<file path="config.mk">
export PLATFORM = sky130hd
export DESIGN_NAME = servo_pwm_ctrl
export DESIGN_NICKNAME = d
export VERILOG_FILES = /design/src/rtl/servo_pwm_pkg.sv /design/src/rtl/servo_pwm_frame.sv /design/src/rtl/servo_pwm_ctrl.sv
export SDC_FILE = /design/constraint.sdc
export NUM_CORES = 1
export LEC_CHECK = 0
export CAP_MARGIN = 20
export CORE_ASPECT_RATIO = 0.75
export CORE_MARGIN = 2
export CORE_UTILIZATION = 60
export DETAILED_ROUTE_END_ITERATION = 16
export PLACE_DENSITY_LB_ADDON = 0.08
export REMOVE_ABC_BUFFERS = 1
export SKIP_CTS_REPAIR_TIMING = 1
export SKIP_LAST_GASP = 1
export SYNTH_ARGS = -nofsm -noshare
export SYNTH_HDL_FRONTEND = slang
export SYNTH_SLANG_ARGS = --single-unit
</file>
<file path="constraint.sdc">
create_clock -name clk -period 14.7 [get_ports clk]
set_input_delay 2.94 -clock clk [delete_from_list [all_inputs] [get_ports clk]]
set_output_delay 2.94 -clock clk [all_outputs]
set_load 0.01 [all_outputs]
</file>
<file path="src/rtl/servo_pwm_pkg.sv">
// Shared constants for the servo PWM controller: register map, bit positions,
// default parameter values and the pulse-width clamp helper.
package servo_pwm_pkg;

  // Default timing: 50 MHz clock, 20 ms frame, 1 ms .. 2 ms pulse.
  localparam int DEF_PERIOD_CYCLES = 1_000_000;
  localparam int DEF_MIN_PULSE     = 50_000;
  localparam int DEF_MAX_PULSE     = 100_000;
  localparam int DEF_CNT_W         = 20;

  // Avalon-MM word addresses.
  localparam logic [2:0] ADDR_TARGET = 3'd0;
  localparam logic [2:0] ADDR_STEP   = 3'd1;
  localparam logic [2:0] ADDR_CTRL   = 3'd2;
  localparam logic [2:0] ADDR_STATUS = 3'd3;
  localparam logic [2:0] ADDR_CUR    = 3'd4;

  // Bit positions inside CTRL and STATUS.
  localparam int CTRL_ENABLE_BIT = 0;
  localparam int STATUS_BUSY_BIT = 0;

  // Clamp on the full bus width so large writes saturate instead of
  // aliasing after truncation to the counter width.
  function automatic logic [31:0] clamp_u32(input logic [31:0] value,
                                            input logic [31:0] lo,
                                            input logic [31:0] hi);
    logic [31:0] result;
    result = value;
    if (value < lo) begin
      result = lo;
    end else if (value > hi) begin
      result = hi;
    end
    return result;
  endfunction

endpackage

</file>
<file path="src/rtl/servo_pwm_frame.sv">
// Frame counter and pulse comparator. The counter runs 0..PERIOD_CYCLES-1
// while enabled and is parked at 0 otherwise; pwm_out is the registered
// comparison of the count against the applied width.
module servo_pwm_frame
  import servo_pwm_pkg::*;
#(
  parameter int PERIOD_CYCLES = DEF_PERIOD_CYCLES,
  parameter int CNT_W         = DEF_CNT_W
) (
  input  logic             clk,
  input  logic             reset,
  input  logic             enable,       // current enable register
  input  logic             enable_next,  // value enable takes at this edge
  input  logic [CNT_W-1:0] width,        // applied pulse width (cur)
  output logic             boundary,     // last cycle of the frame
  output logic             pwm_out
);

  localparam logic [CNT_W-1:0] LAST_COUNT = CNT_W'(PERIOD_CYCLES - 1);

  logic [CNT_W-1:0] count;

  // The boundary cycle is where the slew logic may change the width.
  assign boundary = enable && (count == LAST_COUNT);

  // Frame counter: wraps at the end of the frame, parked at 0 when disabled.
  always_ff @(posedge clk or posedge reset) begin
    if (reset) begin
      count <= '0;
    end else if (!enable) begin
      count <= '0;
    end else if (count == LAST_COUNT) begin
      count <= '0;
    end else begin
      count <= count + 1'b1;
    end
  end

  // Registered pulse; gating with enable_next drops the output on the same
  // edge that clears enable, so pwm_out is never high while enable is 0.
  always_ff @(posedge clk or posedge reset) begin
    if (reset) begin
      pwm_out <= 1'b0;
    end else begin
      pwm_out <= enable && enable_next && (count < width);
    end
  end

endmodule

</file>
<file path="src/rtl/servo_pwm_ctrl.sv">
// Avalon-MM servo PWM controller: register file, slew limiter that moves the
// applied width toward the target once per frame, and the frame generator.
module servo_pwm_ctrl
  import servo_pwm_pkg::*;
#(
  parameter int PERIOD_CYCLES = DEF_PERIOD_CYCLES,
  parameter int MIN_PULSE     = DEF_MIN_PULSE,
  parameter int MAX_PULSE     = DEF_MAX_PULSE,
  parameter int CNT_W         = DEF_CNT_W
) (
  input  logic        clk,
  input  logic        reset,
  input  logic [2:0]  avs_address,
  input  logic        avs_write,
  input  logic [31:0] avs_writedata,
  input  logic        avs_read,
  output logic [31:0] avs_readdata,
  output logic        pwm_out
);

  localparam logic [CNT_W-1:0] RESET_WIDTH = CNT_W'((MIN_PULSE + MAX_PULSE) / 2);

  logic [CNT_W-1:0] target;
  logic [CNT_W-1:0] step;
  logic [CNT_W-1:0] cur;
  logic             enable;
  logic             enable_next;
  logic             boundary;
  logic             busy;
  logic [31:0]      target_clamped;
  logic             unused_clamp_bits;
  logic             target_above;
  logic [CNT_W-1:0] distance;
  logic [CNT_W-1:0] cur_next;
  logic [31:0]      read_mux;

  // Clamped values always fit in CNT_W bits; the upper bits are dropped.
  assign target_clamped    = clamp_u32(avs_writedata, 32'(MIN_PULSE), 32'(MAX_PULSE));
  assign unused_clamp_bits = ^target_clamped[31:CNT_W];

  assign enable_next = (avs_write && (avs_address == ADDR_CTRL))
                       ? avs_writedata[CTRL_ENABLE_BIT] : enable;
  assign busy        = (cur != target);

  // Writable registers; STATUS, CUR and unmapped addresses ignore writes.
  always_ff @(posedge clk or posedge reset) begin
    if (reset) begin
      target <= RESET_WIDTH;
      step   <= '0;
      enable <= 1'b0;
    end else begin
      enable <= enable_next;
      if (avs_write) begin
        case (avs_address)
          ADDR_TARGET: target <= target_clamped[CNT_W-1:0];
          ADDR_STEP:   step   <= avs_writedata[CNT_W-1:0];
          default:     ;
        endcase
      end
    end
  end

  // Slew step: compare before subtracting so the distance never wraps, and
  // snap to target when no step limit applies or the target is within reach.
  always_comb begin
    target_above = (target > cur);
    distance     = target_above ? (target - cur) : (cur - target);
    cur_next     = target;
    if ((step != '0) && (distance > step)) begin
      cur_next = target_above ? (cur + step) : (cur - step);
    end
  end

  // Applied width changes only at a frame boundary, using the register
  // values from before any write landing on that same edge.
  always_ff @(posedge clk or posedge reset) begin
    if (reset) begin
      cur <= RESET_WIDTH;
    end else if (boundary) begin
      cur <= cur_next;
    end
  end

  // Read multiplexer on pre-write register values; unmapped addresses read 0.
  always_comb begin
    read_mux = '0;
    case (avs_address)
      ADDR_TARGET: read_mux = 32'(target);
      ADDR_STEP:   read_mux = 32'(step);
      ADDR_CTRL:   read_mux[CTRL_ENABLE_BIT] = enable;
      ADDR_STATUS: read_mux[STATUS_BUSY_BIT] = busy;
      ADDR_CUR:    read_mux = 32'(cur);
      default:     read_mux = '0;
    endcase
  end

  // Registered read data, valid the cycle after the read strobe.
  always_ff @(posedge clk or posedge reset) begin
    if (reset) begin
      avs_readdata <= '0;
    end else if (avs_read) begin
      avs_readdata <= read_mux;
    end else begin
      avs_readdata <= '0;
    end
  end

  servo_pwm_frame #(
    .PERIOD_CYCLES (PERIOD_CYCLES),
    .CNT_W         (CNT_W)
  ) u_frame (
    .clk         (clk),
    .reset       (reset),
    .enable      (enable),
    .enable_next (enable_next),
    .width       (cur),
    .boundary    (boundary),
    .pwm_out     (pwm_out)
  );

endmodule

</file>
Word level (Yosys, flattened, before mapping)
Index checks and enable logic that the tools add are counted.
W data, S select, Z words.
Word-level totals
  register bits: 114
  output and inout bits: 33
  word-level logic and storage cells: 43
Operators by class
  $add $sub $neg: 5
  $lt $le $gt $ge: 5
  equal/unequal tests: 6
  muxes and demuxes: 11
  reduce and logical (&&, ||, !) cells: 9
Operators with widths (number)
  $mux W20: 7
  $sub A20 B20 Y20: 3
  $pmux W19 S3: 1
  $gt A20 B20 Y1: 2
  $gt A32 B17 Y1 const B: 1
  $lt A32 B16 Y1 const B: 1
  $mux W32: 1
  $add A20 B1 Y20 const B: 1
  $add A20 B20 Y20: 1
  $eq A20 B20 Y1 const B: 1
  $lt A20 B20 Y1: 1
  $ne A20 B20 Y1: 1
  $reduce_bool A20 Y1: 1
  $eq A3 B2 Y1 const B: 2
  $logic_and A1 B1 Y1: 5
  $pmux W1 S5: 1
  $reduce_and A2 Y1: 2
  $eq A3 B1 Y1 const B: 1
  $eq A3 B3 Y1 const B: 1
  $logic_not A3 Y1: 1
  $mux W1: 1

Longest topological paths before layout
Gate-level depths: netlist of run 1.
  word-level depth: 5
  depth in mapped cells: 26
  gate-level depth less buffers: 23

Cells and area by module
From an unflattened synthesis of run 1, not the netlist that was laid out.
Unflattened totals
  cells, all modules: 1065
  area, all modules: 8928.6 µm²
Modules (own cells, without submodules)
  servo_pwm_ctrl: instances 1, cells each 901, area each 7407.1 µm², seq. area each 2047.0 µm²
  servo_pwm_frame: instances 1, cells each 164, area each 1521.5 µm², seq. area each 525.5 µm²

Worst setup path before layout of run 1
OpenSTA, ideal clock, no wires.
  path kind: reg2reg
  start: register target[5]
  end: register cur[19]
  library setup time: 139 ps
  arrival: 4674 ps
  slack: 9888 ps
  stages on the path, launching flop included: 22
  buffers on the path: 3
  clock period less this slack: 4812 ps
  path through: dfstp_2 inv_1 ha_1 clkbuf_1 and3_1 a221o_1 o211a_1 o21ai_1 a31oi_4 buf_6 buf_6 mux2i_1 ha_1 nor2b_1 o31ai_2 a31oi_1 a221o_1 a2111oi_1 o21ai_0 nand3_1 nor3b_1 o31ai_2
Between the ends
  word-level cells in the longest chain between the ends: 5
Ends and longest elaborated chain
  start, declared: RTL line servo_pwm_ctrl.sv:23  | logic [CNT_W-1:0] target;
  start signal, assigned: RTL line servo_pwm_ctrl.sv:55  | ADDR_TARGET: target <= target_clamped[CNT_W-1:0];
  $sub A20 B20 Y20 or $gt A20 B20 Y1 (tied branches): RTL line servo_pwm_ctrl.sv:67, servo_pwm_ctrl.sv:66
  $mux W20: RTL line servo_pwm_ctrl.sv:67  | distance = target_above ? (target - cur) : (cur - target);
  $gt A20 B20 Y1: RTL line servo_pwm_ctrl.sv:69  | if ((step != '0) && (distance > step)) begin
  $logic_and A1 B1 Y1: RTL line servo_pwm_ctrl.sv:69
  $mux W20 (*): RTL line servo_pwm_ctrl.sv:69
  end signal, assigned: RTL line servo_pwm_ctrl.sv:80  | cur <= cur_next;
  end, declared: RTL line servo_pwm_ctrl.sv:25  | logic [CNT_W-1:0] cur;
Mark *: on every way between the ends. The rest lies on a longest branch, timed or not.
A chain may end at the register's enable or synchronous reset.

Final worst setup path of run 1
  start: register target[0]
  end: register cur[0]
Same word-level chain as after synthesis.

==> results.txt, run 1 <==
DR DRC count: 0
Final period utilization: 40.2%
# fillers: 1,234
Worst slew margin: 28.9%
Internal: 0.676 mW
Starting DRT DRC Count: 918
GRT overflow: 0
Antenna-violating nets left: 0
Synthesis-stage register bit count: 102
Top-Level Pins: 72
Critical path type: flip-flop to flip-flop
Post-Route WL: 24,900 um
Worst Path Max Fanout: 46
Die height: 109 um
RSZ-0062 raised after global routing: false
Max Buffers Root-to-Sink: 2
Synth-to-Final Area Change: 10.9%
Netlist cell types: 69
Hold_ws: 511 ps
Largest net degree at the start of global routing: 72
Worst setup EP type: flip-flop
Slew Limit Fails: 0
Crit path time final: 5900 ps
Syn. warnings: 0
Via count: 7,829
Max incr delay on CP: 570 ps
Layout Skew: 8.04 ps
Synth Area per Inst: 8.37 um2
Top cells by area, synth: dfrtp_1, ha_1, a21oi_1
Clock latency on the worst-skew pair: 360 ps
Utilization after layout: 67.6%
Clock Pin Slew Worst Setup and Hold Paths: 70 ps
WP data arrival: 6150 ps
Switching pwr: 0.469 mW
Placer Congestion: 0.984
Ant diodes: 0
Horiz. Die Dim: 143 um
Final setup fails: 0
Core Area: 14,400 um2
Antenna violations before repair: 0
# clock sinks: 102
Synth area leader: dfrtp_1
Final nets: 1,218
VDD IR max: 0.0000761 V
Slowest CP cell: or3_1
Synth cell count leaders: a21oi_1, nor2_1, ha_1, nand2_1, dfrtp_1
Post-DP HPWL: 19,100 um
First-pass GRT wire length: 39,300 um
GRT Total Usage: 33.2%
Asr flop ratio synth: 100%
Site Rows: 38
Number of H-tree levels: 3
Vias/cell: 6.11
Initial Util: 60.9%
Post-synth EDFFs: 0
Startpoint types: flip-flop
Synth Flop Type: dfrtp_1
Mapped Cells: 1,045
Seq/Total Area, Yosys: 29.4%
Hold Fails Final Rpt: 0
Max-cap violations: 0
Pwr dens: 118 nW/um2
Average routed wire per standard cell: 19.4 um
Vias in the first global route: 7,115
Fraction of layout cells with a size suffix above 1: 5.74%
Worst min-delay path class: flip-flop to flip-flop
Clock Root Buffer: clkbuf_16
Cts bufs inserted: 9
Switching part of the total: 40.9%
CP Data Required Time: 14,950 ps
Clock share of power: 23.5%
Setup TNS: 0 ps
Crit path cell chain: inv_1, ha_1, inv_1, fa_1, a21o_1, a221o_1, o211a_1, o21ai_1, a31oi_4, buf_4, or2_2, a2bb2oi_1, xor2_1, ha_1, nand4_1, nor3_1, nand2_1, a21oi_1, a211oi_1, or3_1, buf_4, nand2_1, o21ai_2, mux2_2
Area fraction of the dominant cell type after synthesis: 24.6%
Status: finished clean
Input/output buffers: 59
Sequential Power Share: 29.5%
Worst slew pin tran: 1060 ps
CTS tree: yes
Die area: 15,600 um2
P_leak: 4.34 nW
Mapped Area: 8740 um2
Pre-antenna DRT Iters: 6
F_max: 169 MHz
Logic gate share of total power: 46.9%
per-stage QoR:
stage	area [um2]	std cells	power [mW]	setup WS (ps)
CTS	9700	1281	1.13	8880
floorplan	8470	999	0.719	9110
detailed placement	9380	1266	0.862	8920
finish	9700	1281	1.14	8800
global route	9700	1281	1.22	8520
global placement	9380	1266	0.852	9070
cell families after synthesis:
| logic type | after synthesis | synth area share, % |
|---|---|---|
| other | 1 | 0.0429 |
| multiplexers | 41 | 4.91 |
| buffers and inverters | 128 | 6.65 |
| XOR/XNOR | 67 | 6.71 |
| AO/OA/AOI/OAI | 288 | 20.2 |
| flip-flops | 102 | 29.4 |
| AND/OR/NAND/NOR | 316 | 17.2 |
| adder cells (fa/ha/maj) | 102 | 14.9 |
cell usage in the layout, fill, tap and decap left out, drive strengths merged, types with 13 or more instances in the layout:
cell type      netlist  routed
clkdlybuf4s50        0      59
dfstp               16      16
nor3                14      14
nand2               89      89
ha                  99      99
nand3               23      23
nor2b               13      13
xor2                26      26
a21o                22      22
xnor2               41      41
mux2i               35      35
dfrtp               86      86
o21ai               87      87
nand4               17      17
a21oi              100     100
nor2               100     100
inv                 71      73
worst max-delay path: cells and delay by family, from the launching register on:
family                     cells  cell delay, ps
xor gates and xnor gates       1             190
AOI/OAI and AO/OA              9            1520
and+or+nand+nor                6            1590
buffers and inverters          4             860
muxes                          1             260
adders and majority gates      3             890
DFF                            1             460
registers in the layout, summed over array words and instances (netlist names):
register	cells
avs_readdata	20
target	20
cur	20
enable	1
step	20
u_frame.pwm_out	1
u_frame.count	20
area by class of cell:
class	instances	area (um2)	area share (%)
clock inverters	4	77.6	0.800
well taps	200	250	2.58
repair buffers	67	651	6.71
inverters	71	269	2.77
clock buffers	11	243	2.50
flip-flops and latches	102	2570	26.5
multi-input cells	826	5640	58.1
worst paths after layout:
check | startpoint | to | slack (ps) | depth (start not counted)
max | target[0] | cur[0] | 8800 | 24
min | u_frame.count[0] | u_frame.count[0] | 510 | 1
max reg2reg | target[0] | cur[0] | 8800 | 24
min reg2reg | u_frame.count[0] | u_frame.count[0] | 510 | 1
max in group asynchronous | reset | avs_readdata[0] | 10530 | 3
min in group asynchronous | reset | avs_readdata[16] | 2920 | 2
power groups by stage:
| stage | clock (mW) | sequential, mW | combinational, mW |
|---|---|---|---|
| after CTS | 0.270 | 0.336 | 0.526 |
| after detailed placement | 0 | 0.341 | 0.521 |
| after global routing | 0.284 | 0.340 | 0.594 |
| after floorplan | 0 | 0.330 | 0.389 |
| after global placement | 0 | 0.341 | 0.512 |
| final | 0.269 | 0.338 | 0.537 |
metal layers:
metal  up-vias  share of wire (%)  global-route usage, %
li1       3714                  -                      -
met3        26                 11                   8.46
met2       366                 41                   47.7
met5         -                  0                      0
met1      3723                 46                   50.4
met4         0                1.5                   6.65
Note: power is estimated with default switching activity, not from simulation.
==> run 2: changes to the inputs <==
- CORE_UTILIZATION: 60 -> 54
- clock period: 14.7 -> 4.8 ns (I/O delays scaled with it)
==> run 2 against run 1 <==
Critical path depth did not move. Die area rose by 11%. Largest cell class unchanged. Via count rose by 11%. The flow now finishes with violations (setup timing).
==> results.txt, run 2 (synthesized netlist as in run 1, its figures left out) <==
GRT Total Usage: 33.3%
Reg2reg path depth: 24
Clock latency on the worst-skew pair: 370 ps
F_max: 196 MHz
Slowest CP cell: or3_4
Input/output buffers: 59
DR DRC count: 0
Hold depth: 1
Finished Cell Area: 11,100 um2
Layout Skew: 12.4 ps
Post-DP HPWL: 22,000 um
Vias/cell: 6.03
Pre-CTS setup slack: -348 ps
Final period utilization: 106%
Worst slew margin: 30.2%
Utilization after layout: 69.9%
Status: finished with violations
Average routed wire per standard cell: 20.2 um
Via count: 8,671
Critical path type: flip-flop to flip-flop
Antenna-violating nets left: 0
Die area: 17,200 um2
Worst Path Max Fanout: 8
Post-Route WL: 29,100 um
Post-Place Cell Area: 10,400 um2
Clock Pin Slew Worst Setup and Hold Paths: 80 ps
Dpl cells: 1,405
Placer Congestion: 1.02
Max Buffers Root-to-Sink: 2
Largest net degree at the start of global routing: 49
Top-Level Pins: 72
Worst slew pin tran: 1040 ps
# fillers: 1,301
Pwr dens: 369 nW/um2
Crit path cell chain: inv_2, ha_4, inv_2, fa_2, a21o_1, a221o_1, o211a_1, o21ai_4, a31oi_4, o31ai_1, o21ai_0, buf_4, xor2_1, ha_1, nand4_1, nor3_2, nand2_1, a21oi_2, a211oi_2, or3_4, clkbuf_16, buf_12, nor3b_2, o31ai_2
Total power draw: 4.10 mW
Max-cap violations: 0
Synth-to-Final Area Change: 27.2%
Number of H-tree levels: 3
Combined area of the multi-input logic cells: 5900 um2
RSZ-0062 raised after global routing: true
Worst min-delay path class: flip-flop to flip-flop
Antenna violations before repair: 0
Worst setup EP type: flip-flop
First-pass GRT wire length: 43,600 um
Site Rows: 40
Final setup fails: 20
Final WS setup: -304 ps
Max incr delay on CP: 410 ps
Starting DRT DRC Count: 1,155
GRT overflow: 0
# clock sinks: 102
Initial Util: 54.9%
Most frequent cells in the layout: buf_4, nor2_1, ha_1, a21oi_1, nand2_1
Die height: 114 um
Failing checks: setup timing
Clock Root Buffer: clkbuf_16
Core Area: 15,900 um2
Cell mode on critical path: inv_2
Pre-antenna DRT Iters: 7
Crit path time final: 5100 ps
CP Data Required Time: 5020 ps
Storage element area: 2570 um2
Slew Limit Fails: 0
Top Family by Delay on Critical Path: compound AO/OA/AOI/OAI gates
Hold Fails Final Rpt: 0
Ant diodes: 0
VDD IR max: 0.000215 V
Final nets: 1,364
Cts bufs inserted: 9
Commonest non-fill, non-tap cell in the layout: buf_4
Vias in the first global route: 7,905
Startpoint types: flip-flop
Fraction of layout cells with a size suffix above 1: 20.5%
Instance count on the critical path: 24
Non-Filler Instances: 1,438
CTS tree: yes
Horiz. Die Dim: 151 um
CP bufs+invs: 5
P_leak: 5.11 nW
WP data arrival: 5330 ps
[run 2: changes by cell type in the layout (fill, tap and decap cells not counted), moves of 5 or more]
cell / delta
a211oi_2: +5
o21ai_1: +8
a21oi_2: +6
a211oi_1: -5
o21ai_0: -10
a21oi_1: -6
buf_4: +137
[run 2: where the power goes]
group,switching [mW],leakage (nW),internal [mW]
logic,1.24,3.66,1.10
clock network,0.373,0.143,0.376
registers,0.0808,1.31,0.934
[run 2: worst paths after layout]
kind                                  startpoint               end  slack, ps
worst max-delay path                   target[0]           cur[19]       -300
worst min-delay path            u_frame.count[0]  u_frame.count[0]        500
worst max register to register         target[0]           cur[19]       -300
worst min register to register  u_frame.count[0]  u_frame.count[0]        500
max in group asynchronous                  reset           cur[16]       2900
min in group asynchronous                  reset          step[14]       1010
[run 2: cell type report]
cell class | count | share of cell area, %
multi-input cells | 827 | 53.0
flip-flops and latches | 102 | 23.1
repair buffers | 212 | 16.4
inverters | 71 | 2.42
well taps | 210 | 2.36
clock buffers | 10 | 2.15
clock inverters | 6 | 0.518
[run 2: per-stage QoR]
stage / hold slack (ps) / TNS, ps
global route: 538 / -8400
floorplan: 463 / -8720
finish: 504 / -4870
detailed placement: 500 / -5740
CTS: 511 / -5990
global placement: 488 / -3170
[run 2: layer usage]
layer / vias up / routed length, um / track usage (%)
met5: - / 0 / 0
met4: 0 / 690 / 9.22
met3: 53 / 3450 / 9.44
met2: 533 / 11800 / 44.8
met1: 4063 / 13200 / 51.4
li1: 4022 / - / -
==> edit 1, RTL diff (settings of run 1) <==
Register the inputs `avs_address`, `avs_write`, `avs_writedata` and `avs_read` before use. The logic sees them one clock later.
--- a/src/rtl/servo_pwm_ctrl.sv
+++ b/src/rtl/servo_pwm_ctrl.sv
@@ -21,4 +21,16 @@
   localparam logic [CNT_W-1:0] RESET_WIDTH = CNT_W'((MIN_PULSE + MAX_PULSE) / 2);
 
+  logic [2:0] avs_address_q;
+  logic avs_write_q;
+  logic [31:0] avs_writedata_q;
+  logic avs_read_q;
+
+  always_ff @(posedge clk) begin
+    avs_address_q   <= avs_address;
+    avs_write_q     <= avs_write;
+    avs_writedata_q <= avs_writedata;
+    avs_read_q      <= avs_read;
+  end
+
   logic [CNT_W-1:0] target;
   logic [CNT_W-1:0] step;
@@ -36,9 +48,9 @@
 
   // Clamped values always fit in CNT_W bits; the upper bits are dropped.
-  assign target_clamped    = clamp_u32(avs_writedata, 32'(MIN_PULSE), 32'(MAX_PULSE));
+  assign target_clamped    = clamp_u32(avs_writedata_q, 32'(MIN_PULSE), 32'(MAX_PULSE));
   assign unused_clamp_bits = ^target_clamped[31:CNT_W];
 
-  assign enable_next = (avs_write && (avs_address == ADDR_CTRL))
-                       ? avs_writedata[CTRL_ENABLE_BIT] : enable;
+  assign enable_next = (avs_write_q && (avs_address_q == ADDR_CTRL))
+                       ? avs_writedata_q[CTRL_ENABLE_BIT] : enable;
   assign busy        = (cur != target);
 
@@ -51,8 +63,8 @@
     end else begin
       enable <= enable_next;
-      if (avs_write) begin
-        case (avs_address)
+      if (avs_write_q) begin
+        case (avs_address_q)
           ADDR_TARGET: target <= target_clamped[CNT_W-1:0];
-          ADDR_STEP:   step   <= avs_writedata[CNT_W-1:0];
+          ADDR_STEP:   step   <= avs_writedata_q[CNT_W-1:0];
           default:     ;
         endcase
@@ -85,5 +97,5 @@
   always_comb begin
     read_mux = '0;
-    case (avs_address)
+    case (avs_address_q)
       ADDR_TARGET: read_mux = 32'(target);
       ADDR_STEP:   read_mux = 32'(step);
@@ -99,5 +111,5 @@
     if (reset) begin
       avs_readdata <= '0;
-    end else if (avs_read) begin
+    end else if (avs_read_q) begin
       avs_readdata <= read_mux;
     end else begin
Function: changed (Yosys sat finds a counterexample within 4 cycles, from zero or initial values and one cycle with reset high).
==> edit 1 against run 1 <==
Power is 22% higher; via count grew 5.8%; combinational power down 4.7%; critical path depth fell by 1; clock power increased by 65%; routed wire length grew 9.0%; worst setup slack lost 320 ps; cell area up 11%; synthesized cell count is 4.4% higher; synthesized area rose by 9.0%; sequential cell count increased by 37; clock skew is 6.3 ps higher; largest cell class unchanged.
==> edit 1: results (changes against run 1) <==
status=finished, final reports clean (unchanged); peak per-stage delay on the critical path=540 ps (was 570 ps); Total GRT Usage=33.72% (was 33.23%); Crit Path Max Fanout=16 (was 46); Async SR Flop Fraction=73.38% (was 100.0%); ratio of cells with drive above 1 in the final layout=6.806% (was 5.735%); placed inst area=0.01019 mm² (was 0.009382 mm²); Max VDD drop=0.07897 mV (was 0.07607 mV); Leakage=4.861 nW (was 4.338 nW); internal power=0.0008811 W (was 0.0006759 W); Setup Skew=14.37 ps (was 8.038 ps); pre-CTS setup slack=8647 ps (was 8916 ps); DPL Wire Length=20510 µm (was 19060 µm); register area share after synthesis=34.76% (was 29.42%); Slowest-stage cell, CP=nor3_1 (was or3_1); global-route wire length before repair=43320 µm (was 39280 µm); Yosys cell types=73 (was 69); most flop-heavy register=avs_writedata_q; initial antenna violation count=1 (was 0); DR iter-0 viols=889 (was 918); Placer Congestion=0.9965 (was 0.9843); H-tree depth=4 (was 3); vias=8285 (was 7829); most frequent cells after synthesis=nor2_1, ha_1, nand2_1, dfrtp_1, a21oi_1 (was a21oi_1, nor2_1, ha_1, nand2_1, dfrtp_1); dpl cells=1319 (was 1266); worst-skew pair later-pin latency=440 ps (was 360 ps); fin cells=1351 (was 1281); Area contributors post-synth=dfrtp_1, ha_1, dfxtp_1 (was dfrtp_1, ha_1, a21oi_1)
edit 1: changes by cell type after synthesis, moves of 6 or more:
cell	run 1	this run
dfxtp_1	0	37
a21oi_1	100	85
o21ai_1	11	2
mux2i_1	35	43
nand2_1	89	97
o21ai_0	75	83
a21o_1	22	29
nor2b_1	13	7
edit 1: worst paths after layout:
path	startpoint	endpoint	cells past startpoint	slack (ps)
hold / removal	avs_writedata_q[17]	step[17]	2	480
hold reg to reg	avs_writedata_q[17]	step[17]	2	480
setup reg to reg	target[0]	cur[0]	23	8470
setup / recovery	target[0]	cur[0]	23	8470
max in group asynchronous	reset	step[8]	3	10550
min in group asynchronous	reset	u_frame.pwm_out	2	2870
edit 1: cell type report:
type	instances	area, µm²
tap	205	256.5
inverter	75	284.0
clock buffer	19	442.9
multi-input combinational	833	5687
sequential	139	3313
clock inverter	13	152.6
fill	1285	4584
timing repair buffer	67	650.6
edit 1: kinds of logic after synthesis:
logic type | share of synthesized area (%)
simple gates | 15.95
fa+ha+maj | 13.63
other cells | 0.03935
flops | 34.76
xor+xnor | 6.157
mux | 5.107
compound gates | 18.28
buf+inv | 6.079
edit 1: metal layers:
layer,vias to the layer above,part of all wire [%],global-route usage (%)
met5,-,0.059,0
met4,2,3.5,13.84
met3,70,8.2,8.468
met2,379,44,50.31
met1,3924,45,46.88
li1,3910,-,-
edit 1: power groups by stage:
stage                     clock [W]  combinational (W)  sequential, W
final                      0.000444           0.000512       0.000437
after global routing       0.000470           0.000568       0.000440
after global placement            0           0.000492       0.000442
after detailed placement          0           0.000496       0.000443
after CTS                  0.000446           0.000501       0.000436
after floorplan                   0           0.000371       0.000436
edit 1: worst min-delay path, cell delays in order, from the launching register on:
cell	delay [ps]
dfxtp_1	320
nand2_1	50
o21ai_0	70
==> edit 2, RTL diff (flow settings as in run 1) <==
Without the edit above. The package constant `CTRL_ENABLE_BIT` goes from 0 to 1.
--- a/src/rtl/servo_pwm_pkg.sv
+++ b/src/rtl/servo_pwm_pkg.sv
@@ -17,5 +17,5 @@
 
   // Bit positions inside CTRL and STATUS.
-  localparam int CTRL_ENABLE_BIT = 0;
+  localparam int CTRL_ENABLE_BIT = 1;
   localparam int STATUS_BUSY_BIT = 0;
 
Check against the original RTL: not equivalent (a bounded check fails within 4 cycles, from zero or initial values and one cycle with reset high).
==> edit 2 against run 1 <==
Largest power group unchanged; clock power down 3%; synthesized area up 1.9%; routed wire length up 7.9%; cell area up 2.8%; non-clock buffer count up 2; synthesized cell count up 2.9%; sequential cell count unchanged; global-route usage up 2.1 points; worst setup slack better by 130 ps; power down 0.30%; cell count up 2.7%; highest routed layer unchanged; core utilization up 1.2 points.
==> edit 2: results (changes against run 1) <==
ratio of cells with drive above 1 in the final layout=5.914% (was 5.735%); Core Util, Final=68.75% (was 67.57%); fraction of area in registers=25.80% (was 26.52%); Yosys cell types=77 (was 69); invs w/o clock=77 (was 71); buffer share of cell area=7.078% (was 6.706%); dpl cells=1298 (was 1266); synthesized area per cell=8.293 µm² (was 8.368 µm²); Slowest-stage cell, CP=dfstp_2 (was or3_1); placed inst area=0.009602 mm² (was 0.009382 mm²); CTS buffer count=9 (unchanged); register area share after synthesis=28.86% (was 29.42%); CP arrival=6090 ps (was 6150 ps); global-route wire length before repair=42380 µm (was 39280 µm); Max VDD drop=0.08811 mV (was 0.07607 mV); Slew HR=38.03% (was 28.89%); Placer Congestion=1.029 (was 0.9843); Vias per Instance=6.251 (was 6.112); DR WL/cell=20.41 µm (was 19.44 µm); Area contributors post-synth=dfrtp_1, ha_1, a21oi_1 (unchanged); multi-input gate count=852 (was 826); crit-path leading delay family=compound AO/OA/AOI/OAI gates (was simple AND/OR/NAND/NOR gates); Crit Path Max Fanout=38 (was 46); peak per-stage delay on the critical path=610 ps (was 570 ps); most frequent cells after synthesis=a21oi_1, nand2_1, ha_1, nor2_1, dfrtp_1 (was a21oi_1, nor2_1, ha_1, nand2_1, dfrtp_1); multi-input combinational area share=58.55% (was 58.12%); status=finished, final reports clean (unchanged); DR iter-0 viols=791 (was 918); Plain + repair buffers=69 (was 67); vias in the first global route=7685 (was 7115); Clock buf/inv share=3.138% (was 3.302%); DPL Wire Length=20970 µm (was 19060 µm); Setup Skew=10.26 ps (was 8.038 ps); Leakage=4.480 nW (was 4.338 nW); pre-CTS setup slack=8923 ps (was 8916 ps); Total GRT Usage=35.35% (was 33.23%); Filler cells=1211 (was 1234); largest net degree at the start of global routing=80 (was 72)
[edit 2: worst reg2reg max path, stage by stage, from the launching register on]
cell and delay, ps:
dfstp_2 610, inv_1 60, ha_1 480, a21oi_1 260, o21ai_1 150, a221oi_2 570, a31oi_4 130, buf_4 310
mux2i_1 210, a21oi_1 400, o31ai_1 140, xor2_1 160, ha_1 290, nand4_1 120, nor4_1 470, a221o_1 290
a211oi_4 80, nor2_4 530, mux2_4 350, o21ai_2 100
[edit 2: per-layer routing]
metal,global-route usage (%),routed length [µm],vias up,share of wire (%)
li1,-,-,3882,-
met1,51.06,12270,3911,46
met2,52.22,11250,377,42
met3,7.448,2479,56,9.2
met4,12.97,860,0,3.2
met5,0,0,-,0
[edit 2: kinds of logic after synthesis]
| family | after synthesis | synth area share (%) |
|---|---|---|
| AND/OR/NAND/NOR | 320 | 17.43 |
| adder cells (fa/ha/maj) | 102 | 14.57 |
| flip-flops | 102 | 28.86 |
| AO/OA/AOI/OAI | 311 | 21.50 |
| other | 1 | 0.04206 |
| multiplexers | 39 | 4.449 |
| XOR/XNOR | 68 | 6.681 |
| buffers and inverters | 132 | 6.470 |
[edit 2: worst paths after layout]
kind / endpoint / depth (start not counted) / from / slack, ps
setup / recovery: cur[10] / 19 / target[13] / 8920
hold / removal: cur[4] / 2 / cur[4] / 510
setup reg to reg: cur[10] / 19 / target[13] / 8920
hold reg to reg: cur[4] / 2 / cur[4] / 510
max in group asynchronous: target[5] / 4 / reset / 10880
min in group asynchronous: cur[18] / 2 / reset / 2880
[edit 2: power by group]
part | leakage (nW) | switching, W | total, W | internal [W]
Sequential | 1.31 | 0.0000275 | 0.000331 | 0.000304
Combinational | 3.02 | 0.000327 | 0.000547 | 0.000220
Clock | 0.154 | 0.000126 | 0.000262 | 0.000136
